### config.mk
export PLATFORM = sky130hd
export DESIGN_NAME = jcr_boot_ctrl
export DESIGN_NICKNAME = d
export VERILOG_FILES = /design/src/rtl/jcr_boot_pkg.sv /design/src/rtl/jcr_rst_seq.sv /design/src/rtl/jcr_boot_ctrl.sv
export SDC_FILE = /design/constraint.sdc
export NUM_CORES = 1
export LEC_CHECK = 0
export BUFFER_PORTS_ARGS = -buffer_cell sky130_fd_sc_hd__buf_2
export CAP_MARGIN = 40
export CORE_MARGIN = 5
export CORE_UTILIZATION = 30
export DETAILED_ROUTE_END_ITERATION = 12
export GPL_TIMING_DRIVEN = 1
export MAX_ROUTING_LAYER = met4
export PLACE_DENSITY = 0.72
export SLEW_MARGIN = 10
export SYNTH_ARGS = -nofsm -noshare
export SYNTH_HDL_FRONTEND = slang
export SYNTH_SLANG_ARGS = --single-unit
### constraint.sdc
create_clock -name wb_clk_i -period 1.8 [get_ports wb_clk_i]
set_clock_uncertainty 0.15 [all_clocks]
set_input_delay 0.36 -clock wb_clk_i [delete_from_list [all_inputs] [get_ports wb_clk_i]]
set_output_delay 0.36 -clock wb_clk_i [all_outputs]
set_load 0.02 [all_outputs]
### src/rtl/jcr_boot_pkg.sv
// jcr_boot_pkg: register offsets, STATUS bit indices and FSM encodings for jcr_boot_ctrl
package jcr_boot_pkg;
    localparam logic [4:0] OFF_CTRL   = 5'h00;
    localparam logic [4:0] OFF_STATUS = 5'h04;
    localparam logic [4:0] OFF_ADDR   = 5'h08;
    localparam logic [4:0] OFF_DATA   = 5'h0C;
    localparam logic [4:0] OFF_CSUM   = 5'h10;
    localparam int ST_RUNNING = 0;
    localparam int ST_HOLDING = 1;
    localparam int ST_ERR     = 2;
    typedef enum logic [1:0] {BUS_IDLE, BUS_RD_WAIT, BUS_ACK} bus_state_t;
    typedef enum logic [1:0] {RUN_HALT, RUN_HOLD, RUN_RUN} run_state_t;
endpackage

### src/rtl/jcr_rst_seq.sv
// jcr_rst_seq: HALT/HOLD/RUN sequencer holding the CPU in reset for RST_CYCLES after run
module jcr_rst_seq
    import jcr_boot_pkg::*;
#(
    parameter int RST_CYCLES = 4
) (
    input  logic i_clk,
    input  logic i_rst_n,
    input  logic i_run_set,
    input  logic i_run_clr,
    output logic o_cpu_rst_n,
    output logic o_running,
    output logic o_holding
);
    localparam int CW = (RST_CYCLES > 1) ? $clog2(RST_CYCLES) : 1;

    run_state_t r_state, w_next;
    logic [CW-1:0] r_cnt;

    // Counter reloads whenever not holding, so each HOLD entry starts a full count.
    always_ff @(posedge i_clk) begin
        if (!i_rst_n) begin
            r_state <= RUN_HALT;
            r_cnt   <= '0;
        end else begin
            r_state <= w_next;
            r_cnt   <= (r_state == RUN_HOLD) ? r_cnt - 1'b1 : CW'(RST_CYCLES - 1);
        end
    end

    always_comb begin
        w_next = r_state;
        if (r_state == RUN_HALT)
            w_next = i_run_set ? RUN_HOLD : RUN_HALT;
        else if (i_run_clr)
            w_next = RUN_HALT;
        else if (r_state == RUN_HOLD && r_cnt == '0)
            w_next = RUN_RUN;
    end

    assign o_running   = (r_state == RUN_RUN);
    assign o_cpu_rst_n = (r_state == RUN_RUN);
    assign o_holding   = (r_state == RUN_HOLD);
endmodule

### src/rtl/jcr_boot_ctrl.sv
// jcr_boot_ctrl: Wishbone boot/run controller arbitrating instr_mem; JCR_BOOT_CHECKSUM_EN adds a write checksum at 0x10
module jcr_boot_ctrl
    import jcr_boot_pkg::*;
#(
    parameter logic [31:0] BASE_ADDR  = 32'h3000_0000,
    parameter int          RST_CYCLES = 4
) (
    input  logic        wb_clk_i,
    input  logic        wb_rst_n_i,
    input  logic        wbs_stb_i,
    input  logic        wbs_cyc_i,
    input  logic        wbs_we_i,
    input  logic [3:0]  wbs_sel_i,
    input  logic [31:0] wbs_adr_i,
    input  logic [31:0] wbs_dat_i,
    output logic        wbs_ack_o,
    output logic [31:0] wbs_dat_o,
    input  logic [7:0]  cpu_pc_i,
    input  logic [7:0]  imem_rdata_i,
    output logic [7:0]  imem_addr_o,
    output logic [7:0]  imem_wdata_o,
    output logic        imem_we_o,
    output logic        cpu_rst_n_o,
    output logic        running_o
);
    bus_state_t r_bus, w_bus_next;
    logic        r_run, r_err, r_we, r_inc, r_rd_mem;
    logic [7:0]  r_addr, r_wdata;
    logic [31:0] r_dat, w_rdata, w_status, w_csum;
    logic [4:0]  w_off;
    logic        w_win, w_req, w_wr, w_data, w_data_ok, w_halt;
    logic        w_running, w_holding, w_cpu_rst_n, w_unused;

`ifdef JCR_BOOT_CHECKSUM_EN
    logic [7:0] r_csum;
    assign w_off  = wbs_adr_i[4:0];
    assign w_win  = (wbs_adr_i[31:5] == BASE_ADDR[31:5]);
    assign w_csum = {24'b0, r_csum};
    always_ff @(posedge wb_clk_i) begin
        if (!wb_rst_n_i)
            r_csum <= '0;
        else if (w_wr && w_off == OFF_ADDR)
            r_csum <= '0;
        else if (r_we)
            r_csum <= r_csum + r_wdata;
    end
`else
    assign w_off  = {1'b0, wbs_adr_i[3:0]};
    assign w_win  = (wbs_adr_i[31:4] == BASE_ADDR[31:4]);
    assign w_csum = '0;
`endif

    assign w_unused  = &{1'b0, wbs_dat_i[31:8], wbs_sel_i[3:1], wbs_adr_i[4]};
    assign w_req     = (r_bus == BUS_IDLE) && wbs_stb_i && wbs_cyc_i && w_win;
    assign w_wr      = w_req && wbs_we_i && wbs_sel_i[0];
    assign w_halt    = !w_running && !w_holding;
    assign w_data    = w_req && (w_off == OFF_DATA);
    assign w_data_ok = w_data && w_halt;

    jcr_rst_seq #(.RST_CYCLES(RST_CYCLES)) u_rst_seq (
        .i_clk       (wb_clk_i),
        .i_rst_n     (wb_rst_n_i),
        .i_run_set   (w_wr && w_off == OFF_CTRL && wbs_dat_i[0]),
        .i_run_clr   (w_wr && w_off == OFF_CTRL && !wbs_dat_i[0]),
        .o_cpu_rst_n (w_cpu_rst_n),
        .o_running   (w_running),
        .o_holding   (w_holding)
    );

    always_comb begin
        w_status             = '0;
        w_status[ST_RUNNING] = w_running;
        w_status[ST_HOLDING] = w_holding;
        w_status[ST_ERR]     = r_err;
    end

    assign w_rdata = (w_off == OFF_CTRL)   ? {31'b0, r_run} :
                     (w_off == OFF_STATUS) ? w_status :
                     (w_off == OFF_ADDR)   ? {24'b0, r_addr} :
                     (w_off == OFF_CSUM)   ? w_csum : '0;

    // Halted DATA reads wait one cycle for the registered instr_mem output.
    always_comb begin
        w_bus_next = BUS_IDLE;
        if (r_bus == BUS_IDLE)
            w_bus_next = !w_req ? BUS_IDLE : (w_data_ok && !wbs_we_i) ? BUS_RD_WAIT : BUS_ACK;
        else if (r_bus == BUS_RD_WAIT)
            w_bus_next = wbs_cyc_i ? BUS_ACK : BUS_IDLE;
    end

    always_ff @(posedge wb_clk_i) begin
        if (!wb_rst_n_i) begin
            r_bus    <= BUS_IDLE;
            r_run    <= 1'b0;
            r_err    <= 1'b0;
            r_we     <= 1'b0;
            r_inc    <= 1'b0;
            r_rd_mem <= 1'b0;
            r_addr   <= '0;
            r_wdata  <= '0;
            r_dat    <= '0;
        end else begin
            r_bus <= w_bus_next;
            r_we  <= w_wr && w_data_ok;
            if (w_req) begin
                r_dat    <= wbs_we_i ? '0 : w_rdata;
                r_rd_mem <= w_data_ok && !wbs_we_i;
                r_inc    <= w_data_ok && (!wbs_we_i || wbs_sel_i[0]);
                r_wdata  <= wbs_dat_i[7:0];
            end
            if (w_wr && w_off == OFF_CTRL)
                r_run <= wbs_dat_i[0];
            if (w_wr && w_off == OFF_ADDR)
                r_addr <= wbs_dat_i[7:0];
            else if (r_bus == BUS_ACK && r_inc)
                r_addr <= r_addr + 1'b1;
            if (w_data && !w_halt)
                r_err <= 1'b1;
            else if (w_wr && w_off == OFF_STATUS && wbs_dat_i[ST_ERR])
                r_err <= 1'b0;
        end
    end

    assign wbs_ack_o    = (r_bus == BUS_ACK);
    assign wbs_dat_o    = !wbs_ack_o ? '0 : r_rd_mem ? {24'b0, imem_rdata_i} : r_dat;
    assign imem_addr_o  = w_running ? cpu_pc_i : r_addr;
    assign imem_wdata_o = r_wdata;
    assign imem_we_o    = r_we && wb_rst_n_i;
    assign cpu_rst_n_o  = w_cpu_rst_n;
    assign running_o    = w_running;
endmodule

[Word level (Yosys, flattened, before mapping)]
Index checks and enable logic that the tools add are counted.
Cells by class
  reduce and logical (&&, ||, !) cells: 34
  equal/unequal tests: 8
  add/sub/neg operators: 2
  multiplexer cells: 21
Operators with widths (number)
  $mux W32: 2
  $mux W8: 7
  $eq A28 B26 Y1 const B: 1
  $logic_and A1 B1 Y1: 21
  $mux W2: 9
  $add A8 B1 Y8 const B: 1
  $eq A4 B4 Y1 const B: 2
  $logic_not A2 Y1: 3
  $logic_not A1 Y1: 5
  $logic_not A5 Y1: 1
  $eq A2 B1 Y1 const B: 2
  $eq A2 B2 Y1 const B: 2
  $eq A4 B3 Y1 const B: 1
  $reduce_bool A2 Y1: 2
  $mux W1: 3
  $reduce_bool A3 Y1: 1
  $sub A2 B1 Y2 const B: 1
  $logic_or A1 B1 Y1: 1
Storage, ports and cells
  flip-flop bits (word level): 59

[Longest topological paths before layout]
Gate-level depths: netlist of run 1.
  depth in word-level cells: 10
  depth in mapped cells: 6
  depth with buffers taken out: 5

[Modules after synthesis]
Synthesis of run 1 repeated with hierarchy kept, for this count alone.
Unflattened totals
  cell total of the unflattened synthesis: 259
  area total of the unflattened synthesis: 2152.1 sq um
By module, submodules not included
  jcr_boot_ctrl: area an instance 1973.1 sq um, times used 1, cells an instance 240
  jcr_rst_seq: area an instance 178.9 sq um, times used 1, cells an instance 19

[Worst setup path before layout of run 1]
OpenSTA, ideal clock, no wires.
  kind: reg2out
  start: register u_rst_seq.r_state[0]
  end: output imem_addr_o[0]
  cell stages (with the launch flop): 5
  data arrival time: 1.445 ns
  path slack: -0.155 ns
  path buffers: 1
  cells stage by stage: dfxtp_1 inv_1 ha_1 clkbuf_1 mux2_2
On the way
  longest elaborated chain between the ends: 2
Ends and longest elaborated chain
  start: declaration: line jcr_rst_seq.sv:17  | run_state_t r_state, w_next;
  start signal: assignment: line jcr_rst_seq.sv:26  | r_state <= w_next;
  $eq A2 B2 Y1
  via cpu_rst_n_o: line jcr_boot_ctrl.sv:23  | output logic cpu_rst_n_o,
  $mux W8: line jcr_boot_ctrl.sv:126  | assign imem_addr_o = w_running ? cpu_pc_i : r_addr;
  end: declaration: line jcr_boot_ctrl.sv:20  | output logic [7:0] imem_addr_o,
The timed path passes the listed nets, and every way through them passes these cells.

[Final worst setup path of run 1]
  start: register u_rst_seq.r_state[0]
  end: output imem_addr_o[4]
On the way
  longest elaborated chain between the ends: 2
Ends and longest elaborated chain
  $eq A2 B2 Y1: line jcr_rst_seq.sv:41  | assign o_running = (r_state == RUN_RUN);
  $mux W8: line jcr_boot_ctrl.sv:126
Every way passes these cells.

==> results_dict.tcl, run 1 <==
set metrics [dict create \
    yosysUniqueCellTypes 42 \
    hpwlAfterDp_um 5530 \
    synth_cells 283 \
    multi_input_area_um2 1550 \
    synth_top_area_cell "dfxtp_1" \
    synth-xor-area-share_pct 1.54 \
    power_frac_seq_pct 50.7 \
    yosys.area_share.adder_pct 2.74 \
    synth_simple_gate_area_share_pct 26.0 \
    synth_top_cell_area_share_pct 30.7 \
    num_rows 31 \
    post-route-period-util_pct 105 \
    hold_buffers 0 \
    io_pins 141 \
    cellInternalPower_mw 1.12 \
    clock_sinks 35 \
    insertion_delay_ps 290 \
    die_width_um 97.2 \
    finalSetupViolCount 14 \
    synth_compound_area_share_pct 16.3 \
    synthFlopType "dfxtp_1" \
    fin_ws_ps -86.0 \
    synth_common_cells "35 x dfxtp_1, 26 x a21oi_1, 25 x buf_4" \
    overflow 0 \
    io_buffer_count 89 \
    place.gp.congestion 0.832 \
    antenna_found_initial 0 \
    yosysMostFrequentCell "dfxtp_1" \
    die_area_um2 9440 \
    grt_pass1_wl_um 11300 \
    drv_cap 0 \
    start_kind "register" \
    placed_cells 488 \
    ys_async_sr_fraction_pct 0 \
    cts_buffers 5 \
    p_leak_nw 1.38 \
    ys_seq_area_share_pct 30.7 \
    start_util_pct 31.1 \
    hp-class "input pin to register" \
    timing_worst_setup_path_type "register to primary output" \
    p_switching_mw 0.415 \
    final_cell_count_no_fill 501 \
    period_needed_ps 1890 \
    ant_nets 0 \
    post-route-drc-count 0 \
    grt_max_degree 19 \
    finalPower_mw 1.53 \
    yosysWarningCount 0 \
    core_area_um2 7330 \
    max_freq_mhz 530 \
    netlist_area_um2 2280 \
    ctsRootBufferMaster "clkbuf_8" \
    required_ps 1290 \
    crit_path_end_kind "primary output" \
    clockPowerShare_pct 36.5 \
    clk_pin_slew_ps 70 \
    rsz0062_at_grt "yes" \
    synth.mux.area_fraction_pct 8.73 \
    synth-edff-count 0 \
    grt_pass1_vias 2437 \
    arrival_ps 1380 \
    violations "setup timing" \
    p_comb_share_pct 12.8 \
    die_y_um 97.2 \
    crit_fanout 8 \
    final_layout_size_suffix_gt1_share_pct 47.0 \
    netSwitchingFraction_pct 27.1 \
    drt-total-wl_um 7240 \
    first_iter_violations 108 \
    seqCellArea_um2 706 \
    status "finished, violations left" \
    post-place-ws_ps -267 \
    nFillCells 727 \
    nets 495 \
    drt_first_pass_iters 4 \
    wl_per_cell_um 14.5 \
    synth_top_family_by_area "simple AND/OR/NAND/NOR gates" \
    syn_to_final_growth_pct 46.7 \
    drv_slew 0 \
    antennaDiodeCount 0 \
    synth.avg_cell_area_um2 8.06 \
    cts_tree "done" \
    htreeDepth 2 \
    track_usage_pct 14.9 \
    irDropWorstVdd_mv 0.236 \
    ys_top_cells_by_area "dfxtp_1 31%, buf_4 8.2%, a21oi_1 5.7%, mux2i_1 5.3%, o21ai_0 4.8%" \
    hold_viol 0 \
    ys_seq_elements 35 \
    cts_buffer_depth 2 \
    p_per_area_nw_per_um2 458 \
    viasPerCell 4.93 \
    vias 2468 \
]
repair_timing:
action                                  4_1_cts  5_1_grt
setup buffers                                 2        2
pin swaps                                     7        0
endpoints found under the setup margin       28       28
resized for setup                            35       23
cloned                                        0        1
cells by family (layout without fill, tap and decap cells):
logic type | Yosys count | in the layout
AOI/OAI and AO/OA | 65 | 65
xor gates and xnor gates | 4 | 4
adders and majority gates | 5 | 5
buffers and inverters | 56 | 151
DFF | 35 | 35
muxes | 19 | 19
other | 1 | 24
and+or+nand+nor | 98 | 99
critical path, stage by stage (launching register included):
cell	delay [ps]
dfxtp_2	330
inv_2	70
ha_4	230
mux2_4	320
buf_6	130
per-layer routing:
metal  up-vias  global-route usage (%)  part of all wire, %
met5         -                       -                    0
met4         0                    4.64                  2.0
met3        11                    3.37                  6.6
met2        87                    26.4                   51
met1      1151                    16.6                   40
li1       1219                       -                    -
sequential cells by signal, indices dropped and copies added (netlist names):
signal             count
r_we                   1
r_dat                  8
r_err                  1
u_rst_seq.r_cnt        2
imem_wdata_o           8
r_rd_mem               1
r_run                  1
r_inc                  1
r_bus                  2
u_rst_seq.r_state      2
r_addr                 8
per-stage QoR:
step	TNS (ps)	util [%]	hold WS (ps)	area (um2)
2_1_floorplan	0	-	258	2410
3_3_place_gp	-2350	41.0	268	3000
3_5_place_dp	-3070	41.0	275	3000
4_1_cts	-761	44.0	174	3220
5_1_grt	-1720	45.6	188	3340
6_report	-788	45.6	184	3340
final cells by class:
class                           count  share of cell area [%]
Multi-Input combinational cell    216                    46.3
Timing Repair Buffer              131                    25.0
Sequential cell                    35                    21.1
Tap cell                           99                    3.71
Clock buffer                        5                    2.06
Inverter                           12                    1.35
Clock inverter                      3                   0.449
final timing paths:
path                                                        start                       endpoint  slack (ps)  depth (start not counted)
worst max-delay path            u_rst_seq.r_state[0]$_SDFFE_PN0P_                 imem_addr_o[4]         -90                          4
worst min-delay path                                 wbs_dat_i[6]   imem_wdata_o[6]$_SDFFE_PN0P_         180                          3
worst max register to register                r_bus[1]$_SDFF_PN0_          r_dat[1]$_SDFFE_PN0P_         -70                          5
worst min register to register      u_rst_seq.r_cnt[0]$_SDFF_PN0_  u_rst_seq.r_cnt[0]$_SDFF_PN0_         290                          1
power groups by stage:
| stage | logic [mW] | registers (mW) | clock network [mW] |
|---|---|---|---|
| global placement | 0.184 | 0.795 | 0 |
| CTS | 0.192 | 0.777 | 0.575 |
| global route | 0.215 | 0.777 | 0.610 |
| detailed placement | 0.188 | 0.795 | 0 |
| floorplan | 0.121 | 0.795 | 0 |
| finish | 0.196 | 0.777 | 0.559 |
cell usage in the layout, fill, tap and decap left out, drive strengths merged, types with 4 or more instances in the layout:
cell | Yosys | routed
buf | 33 | 131
dfxtp | 35 | 35
a21oi | 26 | 26
conb | 1 | 24
nor2 | 24 | 24
o21ai | 22 | 22
nand3 | 13 | 13
nand4 | 13 | 13
nor4 | 13 | 13
mux2i | 12 | 12
inv | 12 | 12
nand2 | 12 | 12
mux2 | 7 | 7
clkbuf | 11 | 5
ha | 5 | 5
xnor2 | 4 | 4
a211oi | 4 | 4
No activity file was read; power rests on OpenSTA's default activity.
==> inputs of run 2 (changes only) <==
--- a/config.mk
+++ b/config.mk
@@ -5,7 +5,7 @@
 export SDC_FILE = /design/constraint.sdc
 export NUM_CORES = 1
 export LEC_CHECK = 0
-export BUFFER_PORTS_ARGS = -buffer_cell sky130_fd_sc_hd__buf_2
+export BUFFER_PORTS_ARGS = -buffer_cell sky130_fd_sc_hd__clkbuf_2
 export CAP_MARGIN = 40
 export CORE_MARGIN = 5
 export CORE_UTILIZATION = 30
@@ -13,7 +13,7 @@
 export GPL_TIMING_DRIVEN = 1
 export MAX_ROUTING_LAYER = met4
 export PLACE_DENSITY = 0.72
-export SLEW_MARGIN = 10
+export SLEW_MARGIN = 20
 export SYNTH_ARGS = -nofsm -noshare
 export SYNTH_HDL_FRONTEND = slang
 export SYNTH_SLANG_ARGS = --single-unit
==> run 2 against run 1 <==
  * Combinational power hardly changed
  * First-iteration DRC count down 32%
  * Clock power grew 32%
  * The flow still finishes with violations (setup timing)
  * Power increased by 12%
  * Global-route usage increased by 0.32 points
  * Sequential cell count did not move
==> results_dict.tcl, run 2 (synthesized netlist as in run 1, its figures left out) <==
set metrics [dict create \
    num_rows 31 \
    critPathSlowestCell "mux2_4" \
    p_leak_nw 1.43 \
    max_freq_mhz 522 \
    fin_area_um2 3490 \
    violations "setup timing" \
    post-route-period-util_pct 106 \
    htreeDepth 2 \
    netSwitchingFraction_pct 24.2 \
    clk_pin_slew_ps 70 \
    place_area_um2 3020 \
    arrival_ps 1400 \
    crit_path_cell_trace "inv_2 -> ha_4 -> mux2_4 -> buf_8" \
    start_kind "register" \
    p_per_area_nw_per_um2 491 \
    hold_path_end "imem_wdata_o[6]$_SDFFE_PN0P_" \
    post-route-drc-count 0 \
    hp-class "input pin to register" \
    worstRegToRegCells 5 \
    startpoint "u_rst_seq.r_state[0]$_SDFFE_PN0P_" \
    hpwlAfterDp_um 5540 \
    period_needed_ps 1910 \
    crit_fanout 8 \
    cts_tree "done" \
    required_ps 1290 \
    start_util_pct 31.1 \
    cts_buffers 5 \
    die_area_um2 9440 \
    slew_headroom_pct 66.8 \
    hold_depth 3 \
    core_area_um2 7330 \
    hold_buffers 0 \
    finalSetupViolCount 13 \
    vias 2461 \
    place.gp.congestion 0.831 \
    cellInternalPower_mw 1.30 \
    min_from "wbs_dat_i[6]" \
    reg2reg_from "r_bus[1]$_SDFF_PN0_" \
    max_stage_delay_ps 340 \
    layout_common_cells "75 x clkbuf_2, 39 x buf_4, 31 x dfxtp_1" \
    grt_pass1_wl_um 11600 \
    drt-total-wl_um 7480 \
    track_usage_pct 15.2 \
    syn_to_final_growth_pct 53.2 \
    worst_pin_slew_ps 496 \
    viasPerCell 4.89 \
    insertion_delay_ps 290 \
    crit_path_end_kind "primary output" \
    drv_cap 0 \
    antenna_found_initial 0 \
    hold_viol 0 \
    power_frac_seq_pct 45.3 \
    antennaDiodeCount 0 \
    final_layout_size_suffix_gt1_share_pct 48.8 \
    rrSetupSlack_ps -50 \
    clockPowerShare_pct 43.1 \
    die_width_um 97.2 \
    r2r_end "r_dat[2]$_SDFFE_PN0P_" \
    irDropWorstVdd_mv 0.326 \
    cts_buffer_depth 2 \
    nets 497 \
    grt_max_degree 20 \
    clock_sinks 35 \
    ctsRootBufferMaster "clkbuf_8" \
    first_iter_violations 73 \
    io_buffer_count 89 \
    ant_nets 0 \
    overflow 0 \
    p_switching_mw 0.414 \
    final_common_cell "clkbuf_2" \
    wl_per_cell_um 14.9 \
    die_y_um 97.2 \
    grt_pass1_vias 2465 \
    p_comb_share_pct 11.6 \
    fin_ws_ps -114 \
    status "finished, violations left" \
    rsz0062_at_grt "yes" \
    timing_worst_setup_path_type "register to primary output" \
    drv_slew 0 \
    post-route-util_pct 47.7 \
    io_pins 141 \
    drt_first_pass_iters 4 \
]
run 2: cell count changes in the layout (fill, tap and decap cells not counted), moves of 2 or more:
cell      before  now
clkinv_2       3    1
buf_2         79    3
clkbuf_2       0   75
buf_4         41   39
o21ai_2        1    5
o21ai_0       19   13
buf_8          0    5
run 2: power by group through the flow:
| stage | registers, mW | logic (mW) | clock network [mW] |
|---|---|---|---|
| after global placement | 0.795 | 0.184 | 0 |
| after detailed placement | 0.795 | 0.188 | 0 |
| after global routing | 0.777 | 0.216 | 0.782 |
| final | 0.777 | 0.198 | 0.739 |
| after floorplan | 0.795 | 0.121 | 0 |
| after CTS | 0.777 | 0.193 | 0.744 |
run 2: how the worst max path moves through the flow:
stage                                        to  depth (start not counted)  slack (ps)
after floorplan           r_dat[2]$_SDFFE_PN0P_                          5         0.5
after global placement       r_err$_SDFFE_PN0P_                          7        -240
after detailed placement     r_err$_SDFFE_PN0P_                          7        -280
after CTS                        imem_addr_o[1]                          4        -110
after global routing             imem_addr_o[2]                          4        -150
final                            imem_addr_o[2]                          4        -110
run 2: repair_timing:
action | CTS | global route
buffers inserted | 3 | 1
pin swaps | 9 | 6
setup endpoints to repair | 28 | 36
gates cloned | 1 | 1
gates resized for setup | 37 | 56
run 2: area by class of cell:
class | instances | area (um2)
flip-flops and latches | 35 | 706
fillers | 700 | 3840
multi-input cells | 216 | 1600
well taps | 99 | 124
inverters | 12 | 45.0
clock buffers | 6 | 82.6
clock inverters | 2 | 35.0
repair buffers | 133 | 900
run 2: critical path, delay by kind of cell (launching register included):
kind	cells	cell delay [ps]
muxes	1	340
DFF	1	330
adders and majority gates	1	240
buffers and inverters	2	210
run 2: per-layer routing:
layer | wire [um] | share of wire [%] | vias to the layer above | track usage, %
met2 | 4000 | 53 | 82 | 26.5
met1 | 2970 | 40 | 1157 | 17.4
met3 | 450 | 6.0 | 9 | 3.66
met4 | 65 | 0.87 | 0 | 4.21
li1 | - | - | 1213 | -
met5 | 0 | 0 | - | -
run 2: through the flow:
| step | std cells | power (mW) | TNS (ps) | worst slack [ps] | hold slack, ps |
|---|---|---|---|---|---|
| floorplan | 306 | 0.916 | 0 | 0.549 | 258 |
| global placement | 489 | 0.979 | -2530 | -239 | 268 |
| detailed placement | 489 | 0.983 | -3090 | -283 | 308 |
| CTS | 501 | 1.71 | -786 | -114 | 167 |
| global route | 503 | 1.77 | -1960 | -151 | 186 |
| finish | 503 | 1.71 | -851 | -114 | 171 |
